==> config.mk <==
export PLATFORM = sky130hd
export DESIGN_NAME = mut_mem_fi
export DESIGN_NICKNAME = d
export VERILOG_FILES = /design/src/rtl/pmbist_mem_pkg.sv /design/src/rtl/mut_fault_slot.sv /design/src/rtl/mut_mem_fi.sv
export SDC_FILE = /design/constraint.sdc
export NUM_CORES = 2
export LEC_CHECK = 0
export ABC_CLOCK_PERIOD_IN_PS = 2200
export BUFFER_PORTS_ARGS = -buffer_cell sky130_fd_sc_hd__buf_2
export CORE_ASPECT_RATIO = 1.5
export CORE_UTILIZATION = 45
export DETAILED_ROUTE_END_ITERATION = 10
export GPL_TIMING_DRIVEN = 0
export PLACE_DENSITY_LB_ADDON = 0.2
export SLEW_MARGIN = 20
export SYNTH_ARGS = -nofsm -noshare
export SYNTH_HDL_FRONTEND = slang
export SYNTH_SLANG_ARGS = --single-unit
==> constraint.sdc <==
create_clock -name clk -period 2.2 [get_ports clk]
set_input_delay 0.55 -clock clk [delete_from_list [all_inputs] [get_ports clk]]
set_output_delay 0.55 -clock clk [all_outputs]
set_load 0.02 [all_outputs]
==> src/rtl/pmbist_mem_pkg.sv <==
// pmbist_mem_pkg: shared encodings for the PMBIST memory-under-test datapath
`ifndef DATA_WIDTH
`define DATA_WIDTH 8
`endif
`ifndef ADDR_WIDTH
`define ADDR_WIDTH 8
`endif
`ifndef MARCH_SEQ_FRMT_SIZE
`define MARCH_SEQ_FRMT_SIZE 4
`endif
package pmbist_mem_pkg;
  typedef enum logic [1:0] {FT_SA0 = 2'b00, FT_SA1 = 2'b01, FT_TF_UP = 2'b10, FT_TF_DN = 2'b11} flt_type_e;
  localparam int CMD_WR = 0;
  localparam int CMD_RD = 1;
  localparam int RD_LAT_MIN = 1;
  localparam int RD_LAT_MAX = 2;
endpackage

==> src/rtl/mut_fault_slot.sv <==
// mut_fault_slot: one programmable single-bit fault with its transition state bit
module mut_fault_slot
  import pmbist_mem_pkg::*;
#(
  parameter int AW = 8,
  parameter int DW = 8,
  parameter int BW = 3
) (
  input  logic          clk,
  input  logic          rst,
  input  logic          ld_i,
  input  logic          en_i,
  input  logic [1:0]    type_i,
  input  logic [AW-1:0] faddr_i,
  input  logic [BW-1:0] fbit_i,
  input  logic          fval_i,
  input  logic          wr_i,
  input  logic [AW-1:0] addr_i,
  input  logic [DW-1:0] wdat_i,
  output logic          frc_en_o,
  output logic          frc_val_o,
  output logic [BW-1:0] frc_bit_o
);
  logic          en_q, fb_q, fb_d, hit;
  flt_type_e     typ_q;
  logic [AW-1:0] addr_q;
  logic [BW-1:0] bit_q;
  assign hit = en_q && addr_i == addr_q;
  // TF_UP can only lose a 1 (fb&d), TF_DN can only lose a 0 (fb|d)
  assign fb_d = typ_q == FT_TF_UP ? fb_q & wdat_i[bit_q] :
                typ_q == FT_TF_DN ? fb_q | wdat_i[bit_q] : fb_q;
  always_ff @(posedge clk or negedge rst)
    if (!rst) begin
      en_q   <= 1'b0;
      typ_q  <= FT_SA0;
      addr_q <= '0;
      bit_q  <= '0;
      fb_q   <= 1'b0;
    end else if (ld_i) begin
      en_q   <= en_i;
      typ_q  <= flt_type_e'(type_i);
      addr_q <= faddr_i;
      bit_q  <= fbit_i;
      fb_q   <= fval_i;
    end else if (wr_i && hit) fb_q <= fb_d;
  assign frc_en_o  = hit;
  assign frc_val_o = typ_q == FT_SA0 ? 1'b0 : typ_q == FT_SA1 ? 1'b1 : fb_q;
  assign frc_bit_o = bit_q;
endmodule

==> src/rtl/mut_mem_fi.sv <==
// mut_mem_fi: single-port RAM under test with fixed-latency reads and fault overlay
module mut_mem_fi
  import pmbist_mem_pkg::*;
#(
  parameter int DW     = `DATA_WIDTH,
  parameter int AW     = `ADDR_WIDTH,
  parameter int CW     = `MARCH_SEQ_FRMT_SIZE,
  parameter int RD_LAT = 1,
  parameter int NF     = 4,
  parameter int IW     = NF > 1 ? $clog2(NF) : 1,
  parameter int BW     = DW > 1 ? $clog2(DW) : 1
) (
  input  logic          clk,
  input  logic          rst,
  input  logic [CW-1:0] cmd_in,
  input  logic [AW-1:0] addr_in,
  input  logic [DW-1:0] data_in,
  output logic [DW-1:0] data_out,
  output logic          data_vld,
  input  logic          flt_wr,
  input  logic [IW-1:0] flt_idx,
  input  logic          flt_en,
  input  logic [1:0]    flt_type,
  input  logic [AW-1:0] flt_addr,
  input  logic [BW-1:0] flt_bit,
  input  logic          flt_val
);
  logic [DW-1:0] mem [2**AW];
  logic [DW-1:0] rdat_q, m_q, v_q, fmask, fval, word, last_w;
  logic [NF-1:0] frc_en, frc_val;
  logic [BW-1:0] frc_bit [NF];
  logic          v1_q, last_v, unused_cmd;
  assign unused_cmd = ^cmd_in;
  if (RD_LAT < RD_LAT_MIN || RD_LAT > RD_LAT_MAX) begin : g_bad_lat
    $error("mut_mem_fi: RD_LAT must be 1 or 2");
  end
  for (genvar i = 0; i < NF; i++) begin : g_slot
    mut_fault_slot #(.AW(AW), .DW(DW), .BW(BW)) u_slot (
      .clk       (clk),
      .rst       (rst),
      .ld_i      (flt_wr && flt_idx == IW'(i)),
      .en_i      (flt_en),
      .type_i    (flt_type),
      .faddr_i   (flt_addr),
      .fbit_i    (flt_bit),
      .fval_i    (flt_val),
      .wr_i      (cmd_in[CMD_WR]),
      .addr_i    (addr_in),
      .wdat_i    (data_in),
      .frc_en_o  (frc_en[i]),
      .frc_val_o (frc_val[i]),
      .frc_bit_o (frc_bit[i])
    );
  end
  // walk from the top so the lowest-index slot on a bit overwrites the others
  always_comb begin
    fmask = '0;
    fval  = '0;
    for (int k = NF - 1; k >= 0; k--)
      if (frc_en[k]) begin
        fmask = fmask | (DW'(1) << frc_bit[k]);
        fval  = frc_val[k] ? fval | (DW'(1) << frc_bit[k]) : fval & ~(DW'(1) << frc_bit[k]);
      end
  end
  always_ff @(posedge clk) begin
    if (cmd_in[CMD_WR]) mem[addr_in] <= data_in;
    if (cmd_in[CMD_RD]) rdat_q <= mem[addr_in];
  end
  always_ff @(posedge clk or negedge rst)
    if (!rst) begin
      v1_q <= 1'b0;
      m_q  <= '0;
      v_q  <= '0;
    end else begin
      v1_q <= cmd_in[CMD_RD];
      m_q  <= fmask;
      v_q  <= fval;
    end
  assign word = (rdat_q & ~m_q) | (v_q & m_q);
  if (RD_LAT == 2) begin : g_lat2
    logic [DW-1:0] w2_q;
    logic          v2_q;
    always_ff @(posedge clk or negedge rst)
      if (!rst) begin
        w2_q <= '0;
        v2_q <= 1'b0;
      end else begin
        w2_q <= word;
        v2_q <= v1_q;
      end
    assign last_w = w2_q;
    assign last_v = v2_q;
  end else begin : g_lat1
    assign last_w = word;
    assign last_v = v1_q;
  end
  always_ff @(posedge clk or negedge rst)
    if (!rst) begin
      data_out <= '0;
      data_vld <= 1'b0;
    end else begin
      data_vld <= last_v;
      if (last_v) data_out <= last_w;
    end
endmodule

After elaboration in Yosys (flattened, before gate mapping)
Memory sizes are Yosys's and may differ from the RTL's. A register that Yosys moved wholly into a read port is not among the register bits. Index checks and enable logic that the tools add are counted.

Multiplexer cells: 46. Reductions and logical operators: 29. Bitwise gates (word level): 24. Eq/ne operators: 19. $lt $le $gt $ge: 4. Shift-type cells: 4.

Operators with widths (number): 8-bit two-way mux (12); 8-bit OR (7); 8-bit AND (5); 8-bit equality test (4); 8-bit NOT (4); 1-bit by 3-bit << shifter with 8-bit output (first input constant) (4); 1-bit two-way mux (30); 2-bit equality test (second input constant) (10); 3-bit by 4-bit less-than comparator with 1-bit output (second input constant) (4); 1-bit binary-select mux with 3-bit select (4); 1-bit logical AND (12); 3-bit nonzero test (4); 2-bit by 1-bit equality test with 1-bit output (second input constant) (5); 2-bit zero test (5); 2-bit AND reduction (4); 2-bit nonzero test (4); 1-bit AND (4); 1-bit OR (4).

Output and inout bits: 9. Register bits: 86. Word-level logic and storage cells: 152. Memories kept: 1. Memory bits (writable): 2048. Input port bits: 40.

Memory list: mem (words 256, bits a word 8, rd ports 1, clocked after memory_dff 1, write ports 1, line mut_mem_fi.sv:28) `logic [DW-1:0] mem [2**AW];`.

Longest topological paths before layout
Depth after elaboration: 14. Depth in mapped cells: 9. Gate-level depth less buffers: 7.

Modules after synthesis
Synthesis repeated with hierarchy kept, for this count alone.

Cells, all modules: 3912. Area, all modules: 83020.9 sq um.

By module, submodules not included: mut_mem_fi (cells an instance 3692, instances 1, seq. area each 62389.8 sq um, area each 79957.9 sq um); mut_fault_slot (cells an instance 55, instances 4, seq. area each 375.4 sq um, area each 765.7 sq um).

Worst setup path before layout
No wires, ideal clock.

Path kind: input to register. From: input port addr_in[1]. To: memory mem[106][0], enable pin. Library setup time: 370 ps. Cell stages on the path: 8. Setup slack: -580 ps. Required time: 1830 ps. Arrival: 2410 ps. Cell sequence: buf_2 buf_2 buf_2 buf_2 nor2b_1 nand3_1 clkbuf_1 nor2_1.

RTL lines: from (decl) (line mut_mem_fi.sv:16) `input logic [AW-1:0] addr_in,`; to (decl) (line mut_mem_fi.sv:28).

No word-level cell before the write port.

==> results.md <==
* Status: finished with violations
* Violated checks: negative setup slack
* Synthesized Nets at 3967
* # IOs at between 40 and 50
* Final worst path period share at 1.235
* Ratio of cells with drive above 1 in the final layout at 0.3773
* Largest net degree at the start of global routing at 121
* Total Neg Setup Slack at -60.06 ns
* Filler Cell Count at 13794
* Yosys warns at 0
* Layout area overhead at 19.09%
* Crit-path max FO at 10
* Worst ir drop on vdd at 0.7146 mV
* Final Power at approximately 85 mW
* Data arrival time of the worst path at about 3.2 ns
* Clock Skew at about 0.047 ns
* F_max at 0.3679 GHz
* Drt initial violations at 4199
* Critical path launch point type: input port
* H-Tree Depth at 4
* Max-slew headroom at 0.3022
* Min setup slack post-route at -0.5178 ns
* Vias in the first global route at 42962
* IO buf count at 41
* FP Rows at 192
* Slew Limit Fails at 0
* Power Density at 855.3 nW/um^2
* Antenna violations before repair at 3
* Final Hold Fails at 0
* Via/cell ratio at 6.041
* CTS tree: built
* Post-synth EDFFs at 2056
* Synth Cell Area at 82970 um^2
* Most used DFF post-synth: edfxtp_1
* Pre-CTS setup slack at -3.006 ns
* Die Footprint at 186100 um^2
* Initial cell density of the core at 0.4538
* Initial DRT Pass Iterations at 5
* DRC violations left at 0
* Tightest Pin Transition at between 1 and 1.5 ns
* Core ar. at 182800 um^2
* Synth unique cells at 45
* Hold Path Class: in -> reg
* Lkg Pwr at 30.29 nW
* Post-layout min period at 2.718 ns
* Ys async rst share at 0.04015
* Die Wd at roughly 350 um
* Total grt overflow at 0
* Number of max-cap violations at 0
* NumNets Final at between 4000 and 5000
* Gr usage total at 0.2535
* TritonCTS buffer count at slightly below 200
* Worst setup EP type: register
* Clk sinks at 2142
* First-pass GRT wire length at 328100 um
* Via Count at 41386
* RSZ-0062 raised after global routing: yes
* Root buffer cell: clkbuf_16
* Routability cong. at between 0.8 and 0.9
* Wirelength, routed at 235500 um
* Worst-Skew Late Latency at 0.86 ns
* Cells after synthesis at slightly below 4000
* WL per Instance at approximately 34 um
* CP Class: in -> reg
* Average size of a mapped cell at 21.13 um^2
* Critical path required time at about 2.7 ns
* Synth Register Bits at 2142
* Routed Antenna Nets at 0
* Worst hold slack at 0.05186 ns
* Final-report setup violation count at 1023
* Final HPWL DP at 159000 um
* Seq/Total Area, Yosys at 0.7701
* Clock-pin slew on the worst setup and hold paths at 0.07 ns
* Chip height at 527.9 um
* Clock Path Buffers at 4
layout make-up:
| class | count | area, um^2 | area share |
|---|---|---|---|
| Inverter | 5 | 18.77 | 0.0001899 |
| Buffer | 249 | 2561 | 0.02592 |
| Tap cell | 2425 | 3034 | 0.03071 |
| Sequential cell | 2142 | 63890 | 0.6466 |
| Antenna cell | 3 | 7.507 | 0.00007598 |
| Timing Repair Buffer | 146 | 2038 | 0.02063 |
| Multi-Input combinational cell | 1531 | 21090 | 0.2134 |
| Clock buffer | 254 | 5229 | 0.05292 |
| Clock inverter | 96 | 937.1 | 0.009485 |
power by group:
group / total [mW] / internal (mW) / leakage, nW / switching [mW]
clock network: 33.7 / 19.0 / 3.00 / 14.7
logic: 5.62 / 2.07 / 7.74 / 3.55
registers: 45.2 / 45.0 / 19.5 / 0.221
critical path: stages:
cell and delay, ns:
buf_2 0.14, buf_6 0.18, and2_1 0.17, buf_4 0.19, clkbuf_16 0.23, clkbuf_16 0.23
a22oi_2 0.24, a21oi_4 0.15, o41ai_4 0.67, nand4_1 0.36
state kept, by name, summed over array words and instances, names as in the netlist:
register and count:
mem 2048, g_slot.u_slot.addr_q 32, g_slot.u_slot.frc_bit_o 12, data_out 8, g_slot.u_slot.typ_q 8, m_q 8, rdat_q 8, v_q 8
g_slot.u_slot.en_q 4, g_slot.u_slot.fb_q 4, data_vld 1, last_v 1
routing by layer:
metal	wire [um]	GRT usage	up-vias	share of wire
met5	17	0	-	0.000072
met1	82740	0.2928	22240	0.35
met3	13610	0.03645	462	0.058
li1	-	-	17182	-
met2	123500	0.4509	1500	0.52
met4	15650	0.1445	2	0.066
per-stage QoR:
step                utilization  instances  cell area (um^2)
finish                   0.5405       6851             98810
global route             0.5405       6850             98800
CTS                      0.5368       6832             98140
detailed placement       0.4864       6410             88910
global placement         0.4830       6393             88300
floorplan                     -       3927             85060
synthesized netlist by cell type (all sizes together), types with 2 or more instances:
cell type  instances  share of area
a41oi              2        0.00021
dfrtp             86          0.026
and2               6        0.00045
clkbuf           158         0.0071
a31oi              2        0.00015
o21ai              8        0.00048
nor4               4        0.00038
nor2             253          0.011
nand2             48         0.0022
o21a               3        0.00027
nand4             13        0.00098
edfxtp          2056           0.74
mux4             520           0.14
nor2b             12        0.00090
buf               91         0.0064
nor3b              2        0.00018
nand2b            12        0.00090
nand3             30         0.0018
or2                2        0.00015
nor3              37         0.0022
mux2              62         0.0084
a21oi            148         0.0089
o41ai             32         0.0034
o31ai              3        0.00027
inv                5        0.00023
a22oi            257          0.023
xnor2             32         0.0034
nand3b             5        0.00045
or3                3        0.00023
mux2i             21         0.0025
o221ai             4        0.00042
final timing paths:
| kind | to | from | depth (start not counted) | slack, ns |
|---|---|---|---|---|
| max in group asynchronous | g_slot[1].u_slot.addr_q[5] | rst | 3 | 1.36 |
| hold reg to reg | data_vld | last_v | 0 | 0.39 |
| hold / removal | g_slot[2].u_slot.frc_bit_o[0] | flt_bit[0] | 2 | 0.05 |
| setup / recovery | rdat_q[1] | addr_in[3] | 10 | -0.52 |
| setup reg to reg | rdat_q[1] | mem[106][1] | 5 | -0.47 |
| min in group asynchronous | g_slot[1].u_slot.frc_bit_o[1] | rst | 2 | 0.20 |
cell families after synthesis:
| family | after synthesis | share of synthesized area |
|---|---|---|
| simple gates | 431 | 0.02276 |
| buf+inv | 254 | 0.01377 |
| xor+xnor | 32 | 0.003378 |
| flops | 2142 | 0.7701 |
| compound gates | 465 | 0.03794 |
| mux | 603 | 0.1521 |
cell usage in the layout (no fill, tap or decap), types with 32 or more instances in the layout:
cell type	n
a21oi_2	48
clkbuf_16	221
dfrtp_1	86
a22oi_1	174
clkinv_1	39
mux4_2	520
xnor2_1	32
clkbuf_2	50
a21oi_1	89
buf_8	32
clkbuf_1	85
a22oi_2	83
buf_12	55
edfxtp_1	2056
buf_4	50
buf_2	45
nor2_4	200
mux2_2	62
repair_timing:
| action | 4_1_cts | 5_1_grt |
|---|---|---|
| hold buffers | 11 | 0 |
| gates cloned | 3 | 0 |
| gates resized for setup | 462 | 101 |
| hold endpoints to repair | 58 | 0 |
| endpoints found under the setup margin | 2072 | 1693 |
| setup buffers | 58 | 16 |
| pin swaps | 112 | 45 |
(Power assumes the default switching activity.)
